[src/rtl/mst_reset_seq.sv]
// Reset sequencer for the MIDI router reset tree: asserts all domains, releases them in order, arbitrates soft-reset requests.
// Optional watchdog enabled by defining MST_RESET_SEQ_WDOG_EN.
module mst_reset_seq #(
  parameter int NDOM        = 3,
  parameter int NREQ        = 2,
  parameter int HOLD        = 16,
  parameter int STEP        = 4,
  parameter int WDOG_CYCLES = 65536
) (
  input  logic            clk,
  input  logic            reset_n,
  input  logic [NREQ-1:0] req,
  output logic [NREQ-1:0] ack,
  input  logic            kick,
  output logic [NDOM-1:0] rst_n_out,
  output logic            done,
  output logic [NREQ:0]   cause
);

  localparam int CMAX = (HOLD > STEP) ? HOLD : STEP;
  localparam int CW   = $clog2(CMAX + 1);
  localparam int DW   = $clog2(NDOM + 1);
  localparam logic [CW-1:0] HOLD_LAST = CW'(HOLD - 1);
  localparam logic [CW-1:0] STEP_LAST = CW'(STEP - 1);
  localparam logic [DW-1:0] DOM_LAST  = DW'(NDOM - 1);

  typedef enum logic [1:0] {
    ST_ASSERT  = 2'd0,
    ST_RELEASE = 2'd1,
    ST_RUN     = 2'd2
  } state_t;

  state_t          state_q, state_d;
  logic [CW-1:0]   cnt_q, cnt_d;
  logic [DW-1:0]   dom_q, dom_d;
  logic [NDOM-1:0] rst_q, rst_d;
  logic [NREQ-1:0] ack_q, ack_d;
  logic            done_q, done_d;
  logic [NREQ:0]   cause_q, cause_d;
  logic            accept_s;
  logic            timeout_s;

  assign accept_s = (state_q == ST_RUN) && (|req);

`ifdef MST_RESET_SEQ_WDOG_EN
  localparam logic [31:0] WDOG_LAST = 32'(WDOG_CYCLES - 1);
  logic [31:0] wdog_q, wdog_d;

  // A request in the same cycle as the timeout takes precedence.
  assign timeout_s = (state_q == ST_RUN) && !kick && (wdog_q == WDOG_LAST);

  always_comb begin
    if ((state_q == ST_RUN) && !accept_s && !timeout_s && !kick) wdog_d = wdog_q + 32'd1;
    else                                                          wdog_d = 32'd0;
  end

  always_ff @(posedge clk or negedge reset_n) begin
    if (!reset_n) wdog_q <= 32'd0;
    else          wdog_q <= wdog_d;
  end
`else
  localparam int unused_wdog_cycles = WDOG_CYCLES;
  logic unused_kick_s;
  assign unused_kick_s = kick;
  assign timeout_s     = 1'b0;
`endif

  always_ff @(posedge clk or negedge reset_n) begin
    if (!reset_n) begin
      state_q <= ST_ASSERT;
      cnt_q   <= '0;
      dom_q   <= '0;
      rst_q   <= '0;
      ack_q   <= '0;
      done_q  <= 1'b0;
      cause_q <= '0;
    end else begin
      state_q <= state_d;
      cnt_q   <= cnt_d;
      dom_q   <= dom_d;
      rst_q   <= rst_d;
      ack_q   <= ack_d;
      done_q  <= done_d;
      cause_q <= cause_d;
    end
  end

  always_comb begin
    state_d = state_q;
    case (state_q)
      ST_ASSERT: begin
        if (cnt_q == HOLD_LAST) state_d = (NDOM == 1) ? ST_RUN : ST_RELEASE;
        else                    state_d = ST_ASSERT;
      end
      ST_RELEASE: begin
        if ((cnt_q == STEP_LAST) && (dom_q == DOM_LAST)) state_d = ST_RUN;
        else                                             state_d = ST_RELEASE;
      end
      ST_RUN: begin
        if (accept_s || timeout_s) state_d = ST_ASSERT;
        else                       state_d = ST_RUN;
      end
      default: state_d = ST_ASSERT;
    endcase
  end

  always_comb begin
    cnt_d   = cnt_q;
    dom_d   = dom_q;
    rst_d   = rst_q;
    ack_d   = '0;
    done_d  = done_q;
    cause_d = cause_q;
    case (state_q)
      ST_ASSERT: begin
        rst_d = '0;
        if (cnt_q == HOLD_LAST) begin
          rst_d[0] = 1'b1;
          dom_d    = DW'(1);
          cnt_d    = '0;
          done_d   = (NDOM == 1);
        end else begin
          cnt_d = cnt_q + CW'(1);
        end
      end
      ST_RELEASE: begin
        if (cnt_q == STEP_LAST) begin
          for (int i = 0; i < NDOM; i++) rst_d[i] = rst_q[i] | (dom_q == DW'(i));
          cnt_d = '0;
          if (dom_q == DOM_LAST) done_d = 1'b1;
          else                   dom_d  = dom_q + DW'(1);
        end else begin
          cnt_d = cnt_q + CW'(1);
        end
      end
      ST_RUN: begin
        if (accept_s) begin
          cause_d = {1'b0, req};
          ack_d   = req;
          rst_d   = '0;
          done_d  = 1'b0;
          cnt_d   = '0;
          dom_d   = '0;
        end else if (timeout_s) begin
          cause_d = {1'b1, {NREQ{1'b0}}};
          rst_d   = '0;
          done_d  = 1'b0;
          cnt_d   = '0;
          dom_d   = '0;
        end else begin
          rst_d = '1;
        end
      end
      default: begin
        rst_d  = '0;
        done_d = 1'b0;
        cnt_d  = '0;
        dom_d  = '0;
      end
    endcase
  end

  assign ack       = ack_q;
  assign rst_n_out = rst_q;
  assign done      = done_q;
  assign cause     = cause_q;

endmodule

[config.mk]
export PLATFORM = sky130hd
export DESIGN_NAME = mst_reset_seq
export DESIGN_NICKNAME = d
export VERILOG_FILES = /design/src/rtl/mst_reset_seq.sv
export SDC_FILE = /design/constraint.sdc
export NUM_CORES = 1
export LEC_CHECK = 0
export ABC_AREA = 1
export CAP_MARGIN = 30
export CORE_MARGIN = 5
export CORE_UTILIZATION = 30
export DETAILED_ROUTE_END_ITERATION = 8
export PLACE_DENSITY = 0.45
export SLEW_MARGIN = 10
export SYNTH_ARGS = -nofsm -noshare
export SYNTH_HDL_FRONTEND = slang
export SYNTH_SLANG_ARGS = --single-unit
export TNS_END_PERCENT = 50
[constraint.sdc]
create_clock -name clk -period 3.19 [get_ports clk]
set_input_delay 0.638 -clock clk [delete_from_list [all_inputs] [get_ports clk]]
set_output_delay 0.638 -clock clk [all_outputs]
set_load 0.02 [all_outputs]
# ---- Word-level counts from Yosys, hierarchy flattened
# Cells that the tools add are included.
dict set report totals {
  output_inout_bits 9
  reg_bits 17
  mem_bits_ro 0
  latchBits 0
  mem_count 0
  word_cells 55
  mem_bits_rw 0
  inputBits 5
}
dict set report op_classes {
  magnitude_cmp 0
  n_div 0
  n_bitwise 3
  eq_ne 11
  n_reduce_logical 8
  mul 0
  mux 24
  shifts 0
  n_addsub 2
}
# cell n
set ops {}
lappend ops {{2-bit 2-to-1 mux} 8}
lappend ops {{5-bit 2-to-1 mux} 3}
lappend ops {{5-bit one-hot mux with 3 select lines} 1}
lappend ops {{2-bit one-hot mux with 3 select lines} 2}
lappend ops {{2-bit != test, second input constant} 5}
lappend ops {{3-bit one-hot mux with 3 select lines} 1}
lappend ops {{4-bit AND reduction} 2}
lappend ops {{1-bit 2-to-1 mux} 6}
lappend ops {{3-bit 2-to-1 mux} 2}
lappend ops {{5-bit by 1-bit adder with 5-bit output, second input constant} 1}
lappend ops {{5-bit by 2-bit == test with 1-bit output, second input constant} 1}
lappend ops {{5-bit by 4-bit == test with 1-bit output, second input constant} 1}
lappend ops {{2-bit by 1-bit == test with 1-bit output, second input constant} 2}
lappend ops {{2-bit == test, second input constant} 2}
lappend ops {{2-bit zero test} 2}
lappend ops {{1-bit OR} 3}
lappend ops {{1-bit one-hot mux with 3 select lines} 1}
lappend ops {{2-bit by 1-bit adder with 2-bit output, second input constant} 1}
lappend ops {{1-bit logical AND} 2}
lappend ops {{2-bit AND reduction} 1}
lappend ops {{2-bit OR reduction} 1}

# ---- Longest topological paths before layout
# Gate-level depths: netlist of run 1.
dict set report logic_depth {
  depth_word 4
  depth_mapped 8
  depth_no_buf 8
}

# ---- Worst setup path after synthesis of run 1
# OpenSTA, ideal clock, no wires.
dict set report synth_timing {
  path_type {input to register}
  start {input req[0]}
  end {register dom_q[0]}
  t_required_ns 3.073
  path_buffers 0
  setup_time_ns 0.117
  stages 7
  arrival_time_ns 1.144
  path_slack_ns 1.930
  cell_sequence {inv_1 > nand2_1 > nor2_8 > nor2_4 > nand3_2 > nand2_1 > nand2_1}
}
dict set report synth_via {
  elab_chain_len 4
}
# item line
set synth_lines {}
lappend synth_lines {{start: declaration} 12} ;# input logic [NREQ-1:0] req,
lappend synth_lines {{2-bit OR reduction} 43} ;# assign accept_s = (state_q == ST_RUN) && (|req);
lappend synth_lines {{1-bit logical AND} 43}
lappend synth_lines {{2-bit != test (no source line)} n/a}
lappend synth_lines {{4-bit AND reduction (no source line)} n/a}
lappend synth_lines {{end signal: assignment} 80} ;# dom_q <= dom_d;
lappend synth_lines {{end: declaration} 35} ;# logic [DW-1:0] dom_q, dom_d;
# No other way between the ends.
# A chain may end at the register's enable or synchronous reset.

# ---- Worst setup path after layout of run 1
dict set report layout_timing {
  start {register rst_q[0], in the netlist rst_n_out[0]}
  end {output rst_n_out[0]}
}
# item line
set layout_rtl {}
lappend layout_rtl {{start: declaration} 36} ;# logic [NDOM-1:0] rst_q, rst_d;
lappend layout_rtl {{start signal: assignment} 81} ;# rst_q <= rst_d;
lappend layout_rtl {{end: declaration} 15} ;# output logic [NDOM-1:0] rst_n_out,
# No word-level cell between the ends.

==> results of run 1 <==
sequential cells by signal (all words and copies together) (netlist names):
| register | count |
|---|---|
| ack | 2 |
| rst_n_out | 3 |
| cnt_q | 5 |
| state_q | 2 |
| cause | 2 |
| done | 1 |
| dom_q | 2 |
kinds of logic (layout without fill, tap and decap cells):
logic type | Yosys count | in the layout
AND/OR/NAND/NOR | 50 | 50
buffers and inverters | 21 | 35
flip-flops | 17 | 17
AO/OA/AOI/OAI | 13 | 13
adder cells (fa/ha/maj) | 5 | 5
other | 1 | 1
XOR/XNOR | 1 | 1
through the flow:
step	setup WS [ns]	hold WS, ns	util, %
global placement	1.371	0.4876	35.99
detailed placement	1.384	0.4904	35.99
global route	1.177	0.5464	36.86
finish	1.238	0.5072	36.86
floorplan	1.930	0.3424	-
CTS	1.230	0.5163	36.86
cell type report:
class	count	area share, %
Clock buffer	4	2.354
Inverter	20	7.175
Multi-Input combinational cell	70	37.56
Sequential cell	17	38.12
Tap cell	44	4.933
Timing Repair Buffer	11	9.866
power groups by stage:
stage / Sequential, mW / Combinational, mW / Clock, mW
3_3_place_gp: 0.355 / 0.399 / 0
5_1_grt: 0.366 / 0.467 / 0.136
4_1_cts: 0.353 / 0.407 / 0.125
2_1_floorplan: 0.373 / 0.265 / 0
3_5_place_dp: 0.356 / 0.404 / 0
6_report: 0.353 / 0.398 / 0.120
path summary, 6_finish.rpt:
| path | from | endpoint | slack [ns] | cells after the start |
|---|---|---|---|---|
| max | rst_n_out[0] | rst_n_out[0] | 1.24 | 1 |
| min | cause[1] | cause[1] | 0.51 | 2 |
| max reg2reg | cnt_q[1] | dom_q[0] | 1.85 | 8 |
| min reg2reg | cause[1] | cause[1] | 0.51 | 2 |
| max in group asynchronous | reset_n | ack[0] | 1.91 | 1 |
| min in group asynchronous | reset_n | state_q[0] | 0.79 | 1 |
layer usage:
| metal | track usage, % | share of wire (%) | vias to the layer above |
|---|---|---|---|
| li1 | - | - | 361 |
| met1 | 12.67 | 45 | 337 |
| met2 | 17.15 | 47 | 17 |
| met3 | 2.735 | 5.8 | 4 |
| met4 | 3.886 | 1.4 | 0 |
| met5 | 0 | 0 | - |
synth_stat cells:
cell	number	area, sq um
nand2_1	26	97.59
dfrtp_1	17	425.4
conb_1	1	3.750
nor2_2	1	6.260
nor2_1	6	22.52
ha_1	5	62.56
xor2_1	1	8.760
nand2_4	2	22.52
o21ai_1	5	25.02
buf_4	1	7.510
nand2_8	1	20.02
nand3_2	1	10.01
o21ai_0	3	15.01
nand4_1	5	31.28
nor2_8	1	20.02
nand3_1	4	20.02
a21oi_1	3	15.01
nand2_2	2	12.51
inv_1	15	56.30
nor2_4	1	11.26
inv_2	3	11.26
inv_4	2	12.51
o211ai_1	2	15.01
==> results.md, run 1 <==
- Status: finished clean
- Net Sw Frac: 41.60%
- Iteration count of the initial detailed-routing pass: 4
- Design area: 1116 sq um
- Pint: 508.5 uW
- Fmax: 512.3 MHz
- Sequential share of the synthesized area: 45.64%
- Slowest cell on crit path: clkdlybuf4s50_1
- Switch Pwr: 362.2 uW
- FILL cells: about 330
- Finished Layout Cells: 166
- Tot GR Track Use: 10.32%
- Final Hold Fails: 0
- # nets final: about 130
- Post-Synthesis Cells: 108
- Crit path launch type: register
- Footprint of the multi-input gates: 419.2 sq um
- Num CTS Buffers: 3
- Post-synthesis compound-gate area fraction: between 7 and 8%
- Height of the die: between 60 and 70 um
- Layout area overhead: 19.73%
- Max incr delay on CP: 0.62 ns
- P_leak: 0.5756 nW
- Total gr overflow: 0
- Most common cell after layout, fill and taps aside: nand2_1
- Most frequent cells in the layout: 26 x nand2_1, 17 x dfrtp_1, 15 x inv_1, 11 x clkdlybuf4s50_1, 6 x nor2_1
- Period minus WS final: just under 2 ns
- I/O Buffers: 11
- Worst path required time: 2.55 ns
- Post-synthesis xor/xnor area fraction: 0.9396%
- Final GP Congestion: 0.7515
- Row Count: 20
- First-pass GRT wire length: between 3 and 4 mm
- Comb power frac: 45.8%
- Avg WL per Cell: roughly 11 um
- Post-route clock period utilization: 61.19%
- Worst-Skew Late Latency: 0.30 ns
- Crit Path Max Fanout: 3
- Mux cell area share after synthesis: 0%
- Initial Util: a little under a third
- Hpwl dp: roughly 1.4 mm
- Adder-Cell Fraction of Synth Area: 6.711%
- Syn nets: 118
- Final max-slew violation count: 0
- Unrepaired setup endpoints after global routing: false
- WP buf/inv: 1
- Distinct cells, synth: 23
- CTS Hold Bufs: 0
- Family with the most delay on the worst path: buffers and inverters
- Vias in the first global route: 789
- CTS HTree Levels: 1
- CTS sink count: 17
- Slew margin rel.: a little under half
- Clk slew on worst S/H paths: ~0.11 ns
- Arrival time worst endpoint: 1.31 ns
- Seq pwr share: 40.5%
- Initial antenna violation count: 0
- Min-delay worst type: reg -> reg
- TNS Setup: 0 ns
- Clock power share: 13.8%
- Crit Path Class: reg -> out
- Register area: 425.4 sq um
- Post-synthesis register bit count: 17
- Worst vdd ir: 0.3020 mV
- Initial drt markers: 7
- Syn avg cell area: 8.631 sq um
- Synth Area in Simple Gates: between 20% and 30%
- Synth warnings: 0
- Setup bufs post-CTS: 0
- Max_cap viols: 0
- Antenna diode count: 0
- IO Pins: 14
- # placed instances: 162
- # setup viols final: 0
- Antenna violation net count after detailed routing: 0
- Skew final: about 0.009 ns
- Vias/cell: ~4.3
- Die Width: 65.74 um
- Largest net degree at the start of global routing: 18
- Routed Wire Length: around 1.8 mm
- CP Capture Type: output pin
- DR vias: 719
- Worst Tran Pin Value: 0.7881 ns
- Core area: 3028 sq um
- Total design power: around 870 uW
- DR DRC count: 0
- Share of post-route cells with drive strength above 1: between 10% and 20%
- Cts repair resizes: 0
- Largest family of logic cells by synthesized area: simple AND/OR/NAND/NOR gates
- Clock root buffer: clkbuf_4
- Synthesized area: 932.1 sq um
- CP cell instances: clkdlybuf4s50_1
- Die area: 4322 sq um
- PD cells: 780.1 nW/um^2
- Clk buf depth: 2
- Placed instance area: between 1000 and 1500 sq um
- CTS tree: yes
Note: power is estimated with default switching activity, not from simulation.
==> run 2: changes to the inputs <==
clock period = 1.9 ns   (was 3.19 ns; I/O delays follow)
==> run 2 against run 1 <==
Global-route usage shrank 0.072 points. Non-clock buffer count grew 1. Sequential share of layout area shrank 0.25 points. Core utilization grew 0.25 points. Via count shrank 0.42%. Flip-flop and latch count is the same. Routed wire length shrank 0.60%. Combinational power grew 69%. Power grew 68%.
==> results.md, run 2 (synthesis gave the netlist of run 1 again) <==
- Status: finished clean
- Most common cell after layout, fill and taps aside: nand2_1
- Biggest register: cnt_q
- CP cell instances: clkdlybuf4s50_1
- Row Count: 20
- P_leak: just under 0.6 nW
- Avg WL per Cell: 10.90 um
- Crit Path Class: reg -> out
- Register area: 425.4 sq um
- Worst vdd ir: 0.5098 mV
- Die Width: 65.74 um
- Antenna violation net count after detailed routing: 0
- CTS tree: yes
- CTS HTree Levels: 1
- Crit path launch type: register
- Vias/cell: 4.287
- Max_cap viols: 0
- Arrival time worst endpoint: 1.31 ns
- Height of the die: 65.74 um
- Max incr delay on CP: 0.62 ns
- WP buf/inv: 1
- Largest net degree at the start of global routing: 18
- Setup bufs post-CTS: 0
- Unrepaired setup endpoints after global routing: false
- Cts repair resizes: 0
- DR DRC count: 0
- Crit Path Max Fanout: 3
- Share of post-route cells with drive strength above 1: approximately 15%
- Fmax: 590.5 MHz
- Clock root buffer: clkbuf_4
- DR vias: just over 700
- Worst-Skew Late Latency: 0.29 ns
- Vias in the first global route: 767
- Most frequent cells in the layout: 26 x nand2_1, 17 x dfrtp_1, 15 x inv_1, 11 x clkdlybuf4s50_1, 6 x nor2_1
- Core area: 3028 sq um
- Tot GR Track Use: 10.25%
- CP Capture Type: output pin
- Post-route clock period utilization: about nine tenths
- PD cells: 1305 nW/um^2
- Worst reg2reg path endpoint: cnt_q[0]
- IO Pins: 14
- Layout area overhead: 20.54%
- Largest register FFs: 5
- First-pass GRT wire length: approximately 3.4 mm
- I/O Buffers: 11
- Post-layout util: between 30% and 40%
- Reg2reg start: cnt_q[1]
- Routed Wire Length: ~1.8 mm
- Min-delay worst type: in -> async
- Total design power: around 1.5 mW
- Reg2reg path depth: 8
- TNS Setup: 0 ns
- Final GP Congestion: 0.7394
- Skew final: 0.006111 ns
- Slowest cell on crit path: clkdlybuf4s50_1
- Antenna diode count: 0
- CTS Hold Bufs: 0
- Initial Util: 30.79%
- Footprint of the multi-input gates: ~420 sq um
- Die area: between 4000 and 5000 sq um
- # setup viols final: 0
- Family with the most delay on the worst path: buffers and inverters
- Final Hold Fails: 0
- Initial antenna violation count: 0
- CTS sink count: 17
- # nets final: about 130
- Total gr overflow: 0
- Hpwl dp: 1.392 mm
- Period minus WS final: 1.694 ns
- Final max-slew violation count: 0
- Clk buf depth: 2
- Num CTS Buffers: 3
- Iteration count of the initial detailed-routing pass: 4
- Worst R2R Setup Slack: 0.55 ns
- Initial drt markers: 14
- Clk slew on worst S/H paths: 0.11 ns
- Worst path required time: 1.52 ns
- FILL cells: between 300 and 400
[run 2: cell types whose count changed in the layout (fill, tap and decap cells not counted), sizes merged]
cell  delta
buf      +1
[run 2: final cells by class]
cell class                 instances  area share (%)
tap                               44           4.900
sequential                        17           37.86
timing repair buffer              12           10.47
multi-input combinational         70           37.31
inverter                          20           7.127
clock buffer                       4           2.339
[run 2: stage by stage]
step	instance area, sq um	instances	hold slack, ns	setup slack, ns
after global placement	1097	163	0.4873	0.3413
final	1124	167	0.4053	0.2064
after detailed placement	1097	163	0.4904	0.3513
after CTS	1124	167	0.4124	0.1923
after global routing	1124	167	0.4152	0.1482
after floorplan	932.1	108	0.08441	0.6950
[run 2: power breakdown]
group	switching [mW]	internal (mW)
Sequential	0.110	0.484
Clock	0.119	0.0816
Combinational	0.382	0.290
[run 2: worst max-delay path by stage]
stage	from	to	slack (ns)	depth (start not counted)
after detailed placement	req[0]	done	0.35	8
after global placement	req[0]	done	0.34	8
after global routing	rst_n_out[0]	rst_n_out[0]	0.15	1
final	rst_n_out[0]	rst_n_out[0]	0.21	1
after floorplan	cnt_q[0]	cnt_q[4]	0.70	6
after CTS	rst_n_out[0]	rst_n_out[0]	0.19	1
[run 2: worst register-to-register path, delay by kind of cell, from the launching register on]
kind | cells | cell delay [ns]
adders and majority gates | 1 | 0.20
DFF | 1 | 0.38
buffers and inverters | 1 | 0.06
and+or+nand+nor | 5 | 0.55
AOI/OAI and AO/OA | 1 | 0.05
[run 2: metal layers]
layer  global-route usage (%)  wire length [um]
met5                        0                 0
met4                    3.886                10
met3                    2.735                88
met2                    16.77               848
met1                    12.78               874
==> run 3: changes to the inputs <==
HOLD_SLACK_MARGIN = 0.15   (was unset)
==> results of run 3 <==
The final DEF is identical to that of run 2; final timing and power are the same.
